[config.mk]
export PLATFORM = sky130hd
export DESIGN_NAME = level_tick_gen_flat
export DESIGN_NICKNAME = d
export VERILOG_FILES = /design/src/rtl/genius_pkg.sv /design/src/rtl/level_tick_gen_if.sv /design/src/rtl/tick_prescaler.sv /design/src/rtl/level_tick_gen.sv /design/src/flat_wrapper.sv
export SDC_FILE = /design/constraint.sdc
export NUM_CORES = 1
export LEC_CHECK = 0
export CORE_UTILIZATION = 35
export CTS_BUF_LIST = sky130_fd_sc_hd__clkbuf_4 sky130_fd_sc_hd__clkbuf_8
export DETAILED_ROUTE_END_ITERATION = 12
export SLEW_MARGIN = 20
export SYNTH_ARGS = -nofsm -noshare
export SYNTH_HDL_FRONTEND = slang
export SYNTH_HIERARCHICAL = 1
export SYNTH_SLANG_ARGS = --single-unit
export TNS_END_PERCENT = 50
[constraint.sdc]
create_clock -name clock -period 2.6 [get_ports clock]
set_input_delay 0.39 -clock clock [delete_from_list [all_inputs] [get_ports clock]]
set_output_delay 0.39 -clock clock [all_outputs]
set_load 0.05 [all_outputs]
[src/rtl/genius_pkg.sv]
// Shared constants and helpers for the Genius game-speed tick logic.
// Holds the default 50 MHz divisor table and the level/divisor lookup functions.
package genius_pkg;

  localparam int DEFAULT_NUM_LEVELS = 4;
  localparam int DEFAULT_CNT_W      = 26;

  // Level 0 sits in the LSBs: 1 Hz, 2 Hz, 4 Hz, 8 Hz at 50 MHz.
  localparam logic [DEFAULT_NUM_LEVELS*DEFAULT_CNT_W-1:0] DEFAULT_DIV_TABLE =
    {26'd6_250_000, 26'd12_500_000, 26'd25_000_000, 26'd50_000_000};

  // Tables are zero-extended to this width so one lookup function serves every build.
  localparam int TBL_MAX_W = 1024;

  function automatic int lvl_w_of(input int num_levels);
    return (num_levels <= 2) ? 1 : $clog2(num_levels);
  endfunction

  function automatic int unsigned clamp_lvl(input int unsigned lvl,
                                            input int unsigned num_levels);
    return (lvl >= num_levels) ? (num_levels - 1) : lvl;
  endfunction

  function automatic logic [31:0] div_of(input logic [TBL_MAX_W-1:0] tbl,
                                         input int unsigned          lvl,
                                         input int unsigned          num_levels,
                                         input int unsigned          cnt_w);
    int unsigned            l;
    logic [TBL_MAX_W-1:0]   sh;
    l  = clamp_lvl(lvl, num_levels);
    sh = tbl >> (l * cnt_w);
    return sh[31:0] & ((32'h1 << cnt_w) - 32'h1);
  endfunction

endpackage

[src/rtl/level_tick_gen_if.sv]
// Control/status bundle between the game sequencer and the tick generator.
// level/enable/restart are sampled every rising edge; tick is a one-cycle pulse.
interface level_tick_gen_if #(
  parameter int LVL_W = 2
);
  logic             enable;
  logic             restart;
  logic [LVL_W-1:0] level;
  logic             tick;
  logic [LVL_W-1:0] active_level;
  logic             level_pending;

  modport master (
    output enable, restart, level,
    input  tick, active_level, level_pending
  );

  modport slave (
    input  enable, restart, level,
    output tick, active_level, level_pending
  );
endinterface

[src/rtl/tick_prescaler.sv]
// Loadable down-counter; load has priority over the decrement.
// zero flags the terminal count so the owner can decide when to reload.
module tick_prescaler #(
  parameter int               CNT_W   = 26,
  parameter logic [CNT_W-1:0] RST_VAL = '0
) (
  input  logic             clock,
  input  logic             reset_n,
  input  logic             load,
  input  logic [CNT_W-1:0] load_val,
  input  logic             en,
  output logic             zero
);

  logic [CNT_W-1:0] cnt;

  always_ff @(posedge clock or negedge reset_n) begin
    if (!reset_n) begin
      cnt <= RST_VAL;
    end else if (load) begin
      cnt <= load_val;
    end else if (en) begin
      cnt <= cnt - CNT_W'(1);
    end
  end

  assign zero = (cnt == '0);

endmodule

[src/rtl/level_tick_gen.sv]
// Game-speed tick generator: one-cycle ticks every DIV_TABLE[active_level] enabled clocks.
// Level changes while counting are deferred to the reload so no period is ever cut short.
module level_tick_gen
  import genius_pkg::*;
#(
  parameter int                              NUM_LEVELS = DEFAULT_NUM_LEVELS,
  parameter int                              LVL_W      = lvl_w_of(NUM_LEVELS),
  parameter int                              CNT_W      = DEFAULT_CNT_W,
  parameter logic [NUM_LEVELS*CNT_W-1:0]     DIV_TABLE  = DEFAULT_DIV_TABLE
) (
  input  logic               clock,
  input  logic               reset_n,
  level_tick_gen_if.slave    bus
);

  localparam logic [TBL_MAX_W-1:0] TBL_EXT = TBL_MAX_W'(DIV_TABLE);
  localparam logic [CNT_W-1:0]     RST_CNT =
    CNT_W'(div_of(TBL_EXT, 0, NUM_LEVELS, CNT_W) - 32'd1);

  logic [LVL_W-1:0] lvl_c;
  logic [LVL_W-1:0] active_q;
  logic             tick_q;
  logic [31:0]      div_req;
  logic [CNT_W-1:0] reload_val;
  logic             lvl_diff;
  logic             zero;
  logic             load;
  logic             en;

  assign lvl_c      = LVL_W'(clamp_lvl(32'(bus.level), NUM_LEVELS));
  assign div_req    = div_of(TBL_EXT, 32'(lvl_c), NUM_LEVELS, CNT_W);
  assign reload_val = CNT_W'(div_req - 32'd1);
  assign lvl_diff   = (lvl_c != active_q);

  // restart beats everything; while disabled only a real level change reloads.
  always_comb begin
    load = 1'b0;
    en   = 1'b0;
    if (bus.restart) begin
      load = 1'b1;
    end else if (!bus.enable) begin
      load = lvl_diff;
    end else if (zero) begin
      load = 1'b1;
    end else begin
      en = 1'b1;
    end
  end

  tick_prescaler #(
    .CNT_W   (CNT_W),
    .RST_VAL (RST_CNT)
  ) u_prescaler (
    .clock    (clock),
    .reset_n  (reset_n),
    .load     (load),
    .load_val (reload_val),
    .en       (en),
    .zero     (zero)
  );

  always_ff @(posedge clock or negedge reset_n) begin
    if (!reset_n) begin
      tick_q   <= 1'b0;
      active_q <= '0;
    end else begin
      tick_q <= !bus.restart && bus.enable && zero;
      if (load) begin
        active_q <= lvl_c;
      end
    end
  end

  assign bus.tick          = tick_q;
  assign bus.active_level  = active_q;
  assign bus.level_pending = lvl_diff;

endmodule

[src/flat_wrapper.sv]
// flat-port wrapper written by rule: the top's interface ports become plain ports
module level_tick_gen_flat import genius_pkg::*;
#(
  parameter int                              NUM_LEVELS = DEFAULT_NUM_LEVELS,
  parameter int                              LVL_W      = lvl_w_of(NUM_LEVELS),
  parameter int                              CNT_W      = DEFAULT_CNT_W,
  parameter logic [NUM_LEVELS*CNT_W-1:0]     DIV_TABLE  = DEFAULT_DIV_TABLE
)
  (clock, reset_n, bus_enable, bus_restart, bus_level, bus_tick, bus_active_level, bus_level_pending);
  level_tick_gen_if #(.LVL_W(LVL_W)) bus_i ();
  input  logic clock;
  input  logic reset_n;
  input wire logic [$bits(bus_i.enable)-1:0] bus_enable;
  input wire logic [$bits(bus_i.restart)-1:0] bus_restart;
  input wire logic [$bits(bus_i.level)-1:0] bus_level;
  output wire logic [$bits(bus_i.tick)-1:0] bus_tick;
  output wire logic [$bits(bus_i.active_level)-1:0] bus_active_level;
  output wire logic [$bits(bus_i.level_pending)-1:0] bus_level_pending;
  assign bus_i.enable = bus_enable;
  assign bus_i.restart = bus_restart;
  assign bus_i.level = bus_level;
  assign bus_tick = bus_i.tick;
  assign bus_active_level = bus_i.active_level;
  assign bus_level_pending = bus_i.level_pending;
  level_tick_gen #(.NUM_LEVELS(NUM_LEVELS), .LVL_W(LVL_W), .CNT_W(CNT_W), .DIV_TABLE(DIV_TABLE)) u_core (.clock(clock), .reset_n(reset_n), .bus(bus_i));
endmodule
==> summary.md, run 1 <==
| Metric | Value |
|---|---|
| Largest net degree at the start of global routing | 30 |
| Fraction of layout cells with a size suffix above 1 | 32.8% |
| Post-CTS Hold Fix Bufs | 0 |
| Sequential share of the synthesized area | 40.9% |
| Tot GR Track Use | 17.5% |
| Path depth of the worst reg2reg path | 11 |
| CP required | 2.82 ns |
| Critical path data arrival time | about 2.9 ns |
| PortBufs | 9 |
| YS warnings | 6 |
| PnR worst setup slack | -0.0536 ns |
| Number of global-route vias before repair | 1512 |
| Status | complete, but fails checks |
| Total iterations of the first detailed-routing run | 4 |
| Final GP Congestion | 0.779 |
| Count of different cell masters after synthesis | 38 |
| First-pass GRT wire length | around 7000 um |
| Commonest non-fill, non-tap cells in the layout | 32 x buf_4, 20 x nand2_1, 18 x nor2_1, 18 x dfstp_2, 14 x a31oi_1 |
| EDFF count, synth | 0 |
| Slew Viols, Final | 0 |
| # rows | 25 |
| Max Clk Rate | 377 MHz |
| CP startpoint kind | flop |
| Skew final | 0.00883 ns |
| Failing checks | setup timing |
| Final Cycle Share | 102% |
| Nets | 258 |
| DIE HEIGHT | 74.3 um |
| Synthesized flop and latch total | 29 |
| Die ar. | 5520 sq um |
| Multi-input logic area | between 1000 and 1500 sq um |
| P per Cell Area | 510 nW/um^2 |
| Worst Setup End Kind | flop |
| Inst Count DP | 301 |
| Commonest register cell after synthesis | dfstp_2 |
| Clock sink count | 29 |
| ANT nets after route | 0 |
| Fin crit period | 2.65 ns |
| I/O pin count | 10 |
| 1st-iter DRT viols | around 100 |
| End of the worst register-to-register path | u_core/u_prescaler/cnt[20] |
| Via count | 1637 |
| Worst hold slack | approximately 0.49 ns |
| Routed wire per std cell | between 10 and 15 um |
| Final setup viols | 3 |
| Fillcell total | approximately 480 |
| DR vias/cell | 5.16 |
| Commonest non-fill, non-tap cell in the layout | buf_4 |
| Core region area | 4880 sq um |
| Worst r2r src | u_core/u_prescaler/cnt[1] |
| CTS buffer count | 5 |
| R2R setup slack | -0.05 ns |
| Die width | 74.3 um |
| HP Class | input port to asynchronous set/reset pin |
| Worst-Skew Late Latency | 0.29 ns |
| Initial antenna violation count | 0 |
| Syn Std Cell Area | 1830 sq um |
| Crit path from | u_core/u_prescaler/cnt[1] |
| Clock Tree Buf Depth | 2 |
| Crit-path max FO | 6 |
| Asr flop ratio synth | 100% |
| Register Area | 748 sq um |
| Crit Path Class | flop to flop |
| H-tree Lvls | 2 |
| Initial Util | 37.5% |
| Final Hold Viols | 0 |
| Dpl ws | -0.0461 ns |
| RSZ-0062 raised after global routing | yes |
| Root Driver | clkbuf_8 |
| Slew headroom | 66.2% |
| CTS clock-pin slew for the worst setup and hold paths | 0.07 ns |
| # DRC | 0 |
| Tot Pwr | 1230 uW |
| DP HPWL | 2970 um |
| Mean post-synth cell area | 9.00 sq um |
| Area Growth Syn to Fin | 31.9% |
| CTS tree | done |
| Fin cells | 317 |
| Max-cap violations | 0 |
| Slew @ Worst Pin | 0.505 ns |
| CP endpoint | u_core/u_prescaler/cnt[20] |
| Routed wire length | 4300 um |
| VDD IR-drop max | 0.000299 V |
| Post-synthesis instance total | between 200 and 250 |
| GR Overflow Total | 0 |
| # diodes | 0 |
| Leak | around 0.00095 uW |
[worst min path at each step]
stage	endpoint	slack [ns]	cells after the start
after floorplan	u_core/bus.active_level[0]	0.09	0
after detailed placement	u_core/u_prescaler/cnt[15]	0.51	2
after global routing	u_core/u_prescaler/cnt[7]	0.53	2
final	u_core/u_prescaler/cnt[11]	0.49	2
after CTS	u_core/u_prescaler/cnt[7]	0.50	2
after global placement	u_core/u_prescaler/cnt[20]	0.50	2
[power breakdown]
group / switching (uW) / leakage, uW / internal (uW)
clock network: 184 / 0.0000439 / 184
logic: 143 / 0.000584 / 135
registers: 60.2 / 0.000320 / 524
[state kept, by name (all words and copies together), names as in the netlist]
name	count
u_core/bus.active_level	2
u_core/bus.tick	1
u_core/u_prescaler/cnt	26
[synth_stat cells, types with 7 or more instances]
| library cell | count | area [sq um] |
|---|---|---|
| nand2_1 | 21 | 78.8 |
| dfstp_2 | 18 | 473 |
| nor2_1 | 18 | 67.6 |
| a31oi_1 | 14 | 87.6 |
| inv_1 | 12 | 45.0 |
| or4_1 | 12 | 90.1 |
| dfrtp_1 | 11 | 275 |
| o21ai_0 | 10 | 50.1 |
| o31ai_1 | 10 | 75.1 |
| clkbuf_1 | 8 | 30.0 |
| xnor2_1 | 7 | 61.3 |
[routing by layer]
layer	wire, um	up-vias	part of all wire [%]	global-route usage, %
met5	0	-	0	0
met3	134	2	3.1	5.28
li1	-	813	-	-
met4	18	0	0.42	5.03
met2	2040	32	47	27.4
met1	2110	790	49	23.5
[cell families after synthesis]
| logic type | synth area share, % |
|---|---|
| XOR/XNOR | 6.23 |
| other | 0.411 |
| buffers and inverters | 5.07 |
| adder cells (fa/ha/maj) | 2.05 |
| AND/OR/NAND/NOR | 29.4 |
| multiplexers | 3.08 |
| flip-flops | 40.9 |
| AO/OA/AOI/OAI | 12.8 |
[through the flow]
step / utilization, % / instance area [sq um] / TNS (ns)
final: 49.4 / 2410 / -0.0723
after global routing: 49.4 / 2410 / -0.892
after CTS: 47.7 / 2330 / -0.0270
after detailed placement: 45.6 / 2220 / -0.0879
after global placement: 45.6 / 2220 / 0
after floorplan: - / 1890 / -0.691
[cell type report]
type / count / area share (%)
Clock inverter: 3 / 0.727
Tap cell: 67 / 3.48
Multi-Input combinational cell: 157 / 44.5
Timing Repair Buffer: 44 / 15.5
Sequential cell: 29 / 31.0
Clock buffer: 5 / 2.85
Inverter: 12 / 1.87
[critical path: stages, from the launching register on]
cell	delay, ns
dfstp_2	0.54
inv_2	0.05
ha_4	0.15
nor4b_4	0.12
nand4_1	0.14
nor4b_4	0.08
nor3b_4	0.24
buf_6	0.13
and4bb_1	0.25
nand4_1	0.20
or4_1	0.53
a31oi_1	0.15
[what timing repair did]
item | 4_1_cts | 5_1_grt
setup endpoints to repair | 3 | 16
resized for setup | 1 | 8
buffers inserted | 2 | 6
pin swaps | 3 | 10
cloned | 0 | 0
Note: power is estimated with default switching activity, not from simulation.
==> inputs of run 2 (changes only) <==
Clock period 2.6 ns to 3.2 ns, I/O delays scaled along.
==> run 2 against run 1 <==
Against the previous run: the flow now finishes without violations; design area decreased by 10%; non-clock buffer count decreased by 24; count of clock-buffer cells in the layout increased by 2; flip-flop and latch count unchanged; register-to-register slack improved by 0.30 ns; sequential power decreased by 18%; highest routed layer unchanged.
==> summary.md, run 2 (synthesized netlist as in run 1, its figures left out) <==
| Metric | Value |
|---|---|
| Final setup viols | 0 (-3) |
| Leak | 0.000819 uW (-14%) |
| H-tree Lvls | 2 (unchanged) |
| CTS buffer count | 5 (unchanged) |
| Sw power | 302 uW (-22%) |
| Register Area | 748 sq um (unchanged) |
| CP Cell Sequence | inv_1 > ha_1 > nor4b_1 > nand4_1 > nor4b_2 > nor3b_4 > and4bb_1 > nand4_1 > or4_1 > a31oi_1 |
| Fin crit period | 2.95 ns (+0.298 ns) |
| Slew headroom | 42.9% (-23 points) |
| # diodes | 0 (unchanged) |
| Commonest non-fill, non-tap cell in the layout | nand2_1 |
| GR Overflow Total | 0 (unchanged) |
| Crit-path max FO | 8 (+2) |
| PnR worst setup slack | 0.249 ns (+0.302 ns) |
| Largest delay share family, worst path | simple AND/OR/NAND/NOR gates |
| Placed Area | 2060 sq um (-7.4%) |
| Multi-input logic area | 1020 sq um (-5.4%) |
| Die ar. | 5520 sq um (unchanged) |
| Buf+Inv Stages, Crit Path | 1 (-1) |
| Routed wire length | 4330 um (+0.65%) |
| Crit Path Class | flop to flop |
| Critical path data arrival time | 3.16 ns (+0.29 ns) |
| Inst Count DP | 285 (-5.3%) |
| Fraction of layout cells with a size suffix above 1 | 22.6% (-10 points) |
| Max Clk Rate | 339 MHz (-10%) |
| Root Driver | clkbuf_8 |
| PortBufs | 9 (unchanged) |
| Logic pwr share | 18.2% (-4.4 points) |
| Skew final | 0.00466 ns (-0.00417 ns) |
| Biggest register | u_core/u_prescaler/cnt |
| Number of global-route vias before repair | 1502 (-0.66%) |
| Via count | 1541 (-5.9%) |
| RSZ-0062 raised after global routing | no |
| Final Cycle Share | 92.2% (-9.8 points) |
| Gr busiest metal | met2 |
| Slew @ Worst Pin | 0.856 ns (+0.351 ns) |
| CP startpoint kind | flop |
| M1 GR Usage | 25.1% (+1.6 points) |
| Met3 usage | 4.74% (-0.54 points) |
| CP peak stage delay | 0.55 ns (about the same) |
| I/O pin count | 10 (unchanged) |
| Clock power share | 34.2% (+4.3 points) |
| CTS clock-pin slew for the worst setup and hold paths | 0.07 ns (about the same) |
| Initial Util | 37.5% (unchanged) |
| Setup TNS | 0 ns (+0.0723 ns) |
| Dpl ws | 0.203 ns (+0.249 ns) |
| Tot Pwr | 1000 uW (-19%) |
| Largest register FFs | 26 (unchanged) |
| Int Power | 701 uW (-17%) |
| Post-Layout Inst Area | 2170 sq um (-10%) |
| CP max stage cell | dfstp_2 |
| HP Class | flop to flop |
| # DRC | 0 (unchanged) |
| Switching Share | 30.1% (-1.4 points) |
| CP required | 3.41 ns (+0.59 ns) |
| Routed wire per std cell | 14.8 um (+8.9%) |
| Worst-Skew Late Latency | 0.29 ns (about the same) |
| Status | completed |
| First-pass GRT wire length | 7480 um (+4.5%) |
| DIE HEIGHT | 74.3 um (unchanged) |
| Fin cells | 293 (-7.6%) |
| Area Growth Syn to Fin | 18.5% |
| Final Hold Viols | 0 (unchanged) |
| Largest net degree at the start of global routing | 30 (unchanged) |
| CTS tree | done |
| Worst Setup End Kind | flop |
| ANT nets after route | 0 (unchanged) |
| Max-cap violations | 0 (unchanged) |
| Clock Tree Buf Depth | 2 (unchanged) |
| Die width | 74.3 um (unchanged) |
| Slew Viols, Final | 0 (unchanged) |
| Total iterations of the first detailed-routing run | 4 (unchanged) |
| Nets | 234 (-9.3%) |
| VDD IR-drop max | 0.000211 V (-29%) |
| Clock sink count | 29 (unchanged) |
| P per Cell Area | 463 nW/um^2 (-9.3%) |
| Fillcell total | 488 (+2.7%) |
| DR vias/cell | 5.26 (+1.8%) |
| # rows | 25 (unchanged) |
| 1st-iter DRT viols | 121 (+16%) |
| Post-CTS Hold Fix Bufs | 0 (unchanged) |
| Flop pwr share | 47.6% (about the same) |
| DP HPWL | 3010 um (+1.3%) |
| Most used cell along the critical path | nand4_1 |
| Core region area | 4880 sq um (unchanged) |
| Commonest non-fill, non-tap cells in the layout | 21 x nand2_1, 18 x nor2_1, 18 x dfstp_2 |
| M2 GR Usage | 27.7% (+0.30 points) |
| Tot GR Track Use | 18.3% (+0.82 points) |
| Final GP Congestion | 0.827 (+6.1%) |
| Initial antenna violation count | 0 (unchanged) |
-- run 2: power by group through the flow --
stage | Sequential [uW] | Combinational [uW] | Clock, uW
CTS | 476 | 184 | 353
global route | 485 | 205 | 372
global placement | 481 | 179 | 0
finish | 477 | 183 | 343
floorplan | 475 | 120 | 0
detailed placement | 480 | 184 | 0
-- run 2: through the flow --
stage	utilization (%)	hold WS, ns
2_1_floorplan	-	0.184
3_3_place_gp	42.2	0.498
3_5_place_dp	42.2	0.507
4_1_cts	44.3	0.528
5_1_grt	44.4	0.548
6_report	44.4	0.525
-- run 2: metal layers --
layer / wire [um] / part of all wire [%]
met1: 2140 / 49
met2: 1970 / 46
met5: 0 / 0
met3: 163 / 3.8
met4: 50 / 1.2
-- run 2: repair_timing --
action	in CTS	in global routing
endpoints found under the setup margin	0	16
gates resized for setup	0	1
setup buffers	0	0
-- run 2: worst paths after layout --
path / start / to / slack, ns / cells after the start
hold / removal: u_core/u_prescaler/cnt[14] / u_core/u_prescaler/cnt[14] / 0.52 / 2
min in group asynchronous: reset_n / u_core/u_prescaler/cnt[9] / 0.59 / 2
max in group asynchronous: reset_n / u_core/u_prescaler/cnt[22] / 2.29 / 2
hold reg to reg: u_core/u_prescaler/cnt[14] / u_core/u_prescaler/cnt[14] / 0.52 / 2
setup / recovery: u_core/u_prescaler/cnt[0] / u_core/u_prescaler/cnt[20] / 0.25 / 10
setup reg to reg: u_core/u_prescaler/cnt[0] / u_core/u_prescaler/cnt[20] / 0.25 / 10
-- run 2: worst reg2reg max path, cell delays in order (launching register included) --
cell and delay, ns:
dfstp_2 0.55, inv_1 0.06, ha_1 0.24, nor4b_1 0.16
nand4_1 0.17, nor4b_2 0.11, nor3b_4 0.32, and4bb_1 0.34
nand4_1 0.27, or4_1 0.46, a31oi_1 0.19
-- run 2: layout make-up --
cell class	count	area share [%]
clock buffers	7	4.45
repair buffers	20	7.97
well taps	67	3.87
flip-flops and latches	29	34.5
multi-input cells	157	46.9
inverters	12	2.08
clock inverters	1	0.231
==> inputs of run 3 (changes only) <==
Settings changed: CORE_ASPECT_RATIO set to 0.5, REMOVE_ABC_BUFFERS set to 1.
==> run 3 against run 2 <==
Against the previous run: first-iteration DRC count decreased by 46%; utilization decreased by 0.72 points; sequential share of layout area decreased by 0.12 points; worst hold slack got worse by 0.011 ns; largest power group unchanged; die area increased by 0.31%; flip-flop and latch count unchanged; global-route usage decreased by 2.5 points; via count decreased by 0.39%.
==> summary.md, run 3 (synthesized netlist as in run 1, its figures left out) <==
| Metric | Value |
|---|---|
| Slew headroom | 61.2% (+18 points) |
| Worst Setup End Kind | flop |
| Root Driver | clkbuf_8 |
| CP peak stage delay | 0.56 ns (about the same) |
| Tot GR Track Use | 15.8% (-2.5 points) |
| Crit-path max FO | 11 (+3) |
| Slew @ Worst Pin | 0.577 ns (-0.278 ns) |
| Largest net degree at the start of global routing | 30 (unchanged) |
| # DRC | 0 (unchanged) |
| CTS clock-pin slew for the worst setup and hold paths | 0.07 ns (about the same) |
| GR Overflow Total | 0 (unchanged) |
| Die ar. | 5530 sq um (+0.31%) |
| DP HPWL | 2870 um (-4.6%) |
| Number of global-route vias before repair | 1371 (-8.7%) |
| Fin crit period | 3.01 ns (+0.0544 ns) |
| Fin cells | 298 (+1.7%) |
| WP depth | 12 (+2) |
| Largest register FFs | 26 (unchanged) |
| CP Cell Sequence | inv_1 > ha_1 > nor4b_1 > nand4_1 > nor4b_1 > buf_4 > nor3b_4 > nor3b_2 > nand4_1 > buf_4 > or4_1 > a31oi_1 |
| Initial Util | 36.7% (-0.73 points) |
| CTS buffer count | 5 (unchanged) |
| Via count | 1535 (-0.39%) |
| Final core occ | 43.7% (-0.72 points) |
| Worst hold slack | 0.513 ns (-0.0113 ns) |
| # rows | 18 (-28%) |
| Final Hold Viols | 0 (unchanged) |
| RSZ-0062 raised after global routing | no |
| Critical path data arrival time | 3.22 ns (+0.06 ns) |
| PnR worst setup slack | 0.194 ns (-0.0544 ns) |
| DR vias/cell | 5.15 (-2.1%) |
| Slew Viols, Final | 0 (unchanged) |
| Final setup viols | 0 (unchanged) |
| Path depth of the worst reg2reg path | 12 (+2) |
| Buf+Inv Stages, Crit Path | 3 (+2) |
| First-pass GRT wire length | 6630 um (-11%) |
| Hold Crit Depth | 2 (unchanged) |
| Commonest non-fill, non-tap cell in the layout | nand2_1 |
| I/O pin count | 10 (unchanged) |
| Final Cycle Share | 93.9% (+1.7 points) |
| Commonest non-fill, non-tap cells in the layout | 21 x nand2_1, 18 x nor2_1, 18 x dfstp_2 |
| Clock Tree Buf Depth | 2 (unchanged) |
| Fillcell total | 474 (-2.9%) |
| Initial antenna violation count | 0 (unchanged) |
| Crit Path Class | flop to flop |
| Max Clk Rate | 333 MHz (-1.8%) |
| Routed wire per std cell | 14.0 um (-5.4%) |
| Status | completed |
| Post-CTS Hold Fix Bufs | 0 (unchanged) |
| Multi-input logic area | 1020 sq um (unchanged) |
| Clock sink count | 29 (unchanged) |
| CP startpoint kind | flop |
| Crit path from | u_core/u_prescaler/cnt[0] |
| P per Cell Area | 440 nW/um^2 (-5.0%) |
| CTS tree | done |
| H-tree Lvls | 2 (unchanged) |
| ANT nets after route | 0 (unchanged) |
| Routed wire length | 4160 um (-3.8%) |
| 1st-iter DRT viols | 65 (-46%) |
| CP endpoint | u_core/u_prescaler/cnt[23] |
| Skew final | 0.0106 ns (+0.00592 ns) |
| Core region area | 4980 sq um (+2.0%) |
| Nets | 236 (+0.85%) |
| Area Growth Syn to Fin | 19.0% |
| CP required | 3.41 ns (about the same) |
| Worst r2r src | u_core/u_prescaler/cnt[0] |
| Worst-Skew Late Latency | 0.28 ns (about the same) |
| VDD IR-drop max | 0.000194 V (-8.1%) |
| Register Area | 748 sq um (unchanged) |
| End of the worst register-to-register path | u_core/u_prescaler/cnt[23] |
| Fraction of layout cells with a size suffix above 1 | 23.7% (+1.1 points) |
| CP max stage cell | dfstp_2 |
| PortBufs | 9 (unchanged) |
| Final GP Congestion | 0.787 (-4.8%) |
| Leak | 0.000810 uW (-1.1%) |
| R2R setup slack | 0.19 ns (-0.05 ns) |
| Biggest register | u_core/u_prescaler/cnt |
| # diodes | 0 (unchanged) |
| Die width | 104 um (+40%) |
| HP Class | flop to flop |
| DIE HEIGHT | 53.1 um (-29%) |
| Largest delay share family, worst path | simple AND/OR/NAND/NOR gates |
| Max-cap violations | 0 (unchanged) |
| Dpl ws | 0.185 ns (-0.0177 ns) |
| Total iterations of the first detailed-routing run | 4 (unchanged) |
| Inst Count DP | 286 (+0.35%) |
run 3: worst min-delay path by stage:
stage                                from                    endpoint  slack (ns)
2_1_floorplan                     reset_n  u_core/bus.active_level[0]        0.18
3_3_place_gp   u_core/u_prescaler/cnt[25]  u_core/u_prescaler/cnt[25]        0.50
3_5_place_dp   u_core/u_prescaler/cnt[15]  u_core/u_prescaler/cnt[15]        0.51
4_1_cts        u_core/u_prescaler/cnt[25]  u_core/u_prescaler/cnt[25]        0.51
5_1_grt        u_core/u_prescaler/cnt[15]  u_core/u_prescaler/cnt[15]        0.54
6_report       u_core/u_prescaler/cnt[25]  u_core/u_prescaler/cnt[25]        0.51
run 3: cell type report:
type	count	share of cell area [%]
multi-input combinational	157	46.7
clock buffer	6	3.51
inverter	12	2.24
clock inverter	2	0.460
tap	70	4.03
timing repair inverter	1	0.345
sequential	29	34.4
timing repair buffer	21	8.29
run 3: tightest hold or removal path, stage by stage (launching register included):
cell	delay (ns)
dfstp_2	0.38
o31ai_1	0.06
a31oi_1	0.08
run 3: metal layers:
layer  global-route usage [%]  up-vias  routed length (um)
li1                         -      767                   -
met1                     22.2      736                2180
met2                     23.3       30                1810
met3                     4.19        2                 163
met4                     5.24        0                   7
met5                        0        -                   0
run 3: report_power, final:
part	total [uW]	internal (uW)	leakage, uW	switching [uW]
clock network	296	159	0.0000484	137
logic	184	80.6	0.000441	104
registers	476	426	0.000320	49.7
total	956	665	0.000810	291
run 3: timing repair:
action	CTS	global route
setup endpoints to repair	0	5
resized for setup	0	3
setup buffers	0	3
run 3: per-stage QoR:
step	instance area (sq um)	TNS (ns)	power (uW)
after global placement	2050	0	654
after global routing	2170	0	1010
after CTS	2130	0	962
after detailed placement	2050	0	657
after floorplan	1800	-4.82	590
final	2170	0	956
==> edit, RTL diff (settings of run 3) <==
Make the reset (`reset_n`) synchronous in 2 clocked blocks.
--- a/src/rtl/tick_prescaler.sv
+++ b/src/rtl/tick_prescaler.sv
@@ -14,7 +14,7 @@
 
   logic [CNT_W-1:0] cnt;
 
-  always_ff @(posedge clock or negedge reset_n) begin
+  always_ff @(posedge clock) begin
     if (!reset_n) begin
       cnt <= RST_VAL;
     end else if (load) begin
--- a/src/rtl/level_tick_gen.sv
+++ b/src/rtl/level_tick_gen.sv
@@ -59,7 +59,7 @@
     .zero     (zero)
   );
 
-  always_ff @(posedge clock or negedge reset_n) begin
+  always_ff @(posedge clock) begin
     if (!reset_n) begin
       tick_q   <= 1'b0;
       active_q <= '0;
Check against the original RTL: differs if reset_n is asserted again (counterexample within 4 cycles, from zero or initial values and one cycle with reset_n low); with reset_n held inactive, the same outputs for 10 cycles.
==> edit against run 3 <==
  * Highest routed layer unchanged
  * Power shrank 3.4%
  * Cell area grew 2.4%
  * Routed wire length grew 18%
  * Count of clock-buffer cells in the layout grew 1
  * Synthesized area grew 1.9%
  * Cell count grew 11%
  * Sequential power shrank 12%
  * Die area grew 1.9%
  * Setup slack lost 0.064 ns
  * Sequential cell count is the same
  * Clock skew shrank 0.0071 ns
==> edit: results (changes against run 3) <==
fraction of the mapped netlist area in compound gates=17.6% (+4.8 points); hold_ws=0.527 ns (+0.0132 ns); Switching Fraction=29.4% (-1.0 points); Reg2Reg Depth=11 (-1); status=complete, no violations; WL per Instance=14.9 um (+6.5%); vias per cell=5.57 (+8.1%); area share of fa/ha/maj cells after synthesis=2.01% (-0.039 points); Async S/R FF share, synth=0% (-100 points); Seq pwr share=45.4% (-4.4 points); Placer Congestion=0.858 (+9.1%); pin count of the biggest net entering global routing=27 (-10%); Syn Std Cell Area=1860 sq um (+1.9%); Setup WS post-layout=0.130 ns (-0.0644 ns); Final non-clock buffer share=9.61% (+1.3 points); top post-synthesis cells by area=dfxtp_1 (31%), nor4_1 (4.7%), nor2_1 (4.0%); Tot GR Track Use=19.0% (+3.3 points); Multi-In Gates=187 (+19%); VDD IR max=153 uV (-21%); arrival time of the worst setup path=3.29 ns (+0.07 ns); Netlist cell types=49 (+29%); Nets=269 (+14%); hpwl dp=3.52 mm (+22%); dpl cells=323 (+13%); Post-Synth XOR/XNOR Area=5.17% (-1.1 points); Reg area=582 sq um (-22%)
-- edit: changes by cell type after synthesis, moves of 6 or more --
cell     before  now
dfstp_2      18    0
nor4_1        2   14
dfxtp_1       0   29
nand3_1       2   11
a31oi_1      14    7
or4_1        12    6
dfrtp_1      11    0
-- edit: routing by layer --
| metal | track usage (%) | up-vias | routed length, um |
|---|---|---|---|
| li1 | - | 911 | - |
| met1 | 25.4 | 866 | 2370 |
| met2 | 30.8 | 60 | 2160 |
| met3 | 4.36 | 6 | 330 |
| met4 | 6.81 | 0 | 60 |
| met5 | 0 | - | 0 |
-- edit: kinds of logic (layout without fill, tap and decap cells) --
group | count (synthesis) | in the layout
AO/OA/AOI/OAI | 47 | 47
XOR/XNOR | 11 | 11
adder cells (fa/ha/maj) | 3 | 3
buffers and inverters | 28 | 45
flip-flops | 29 | 29
multiplexers | 4 | 4
other | 2 | 8
AND/OR/NAND/NOR | 114 | 114
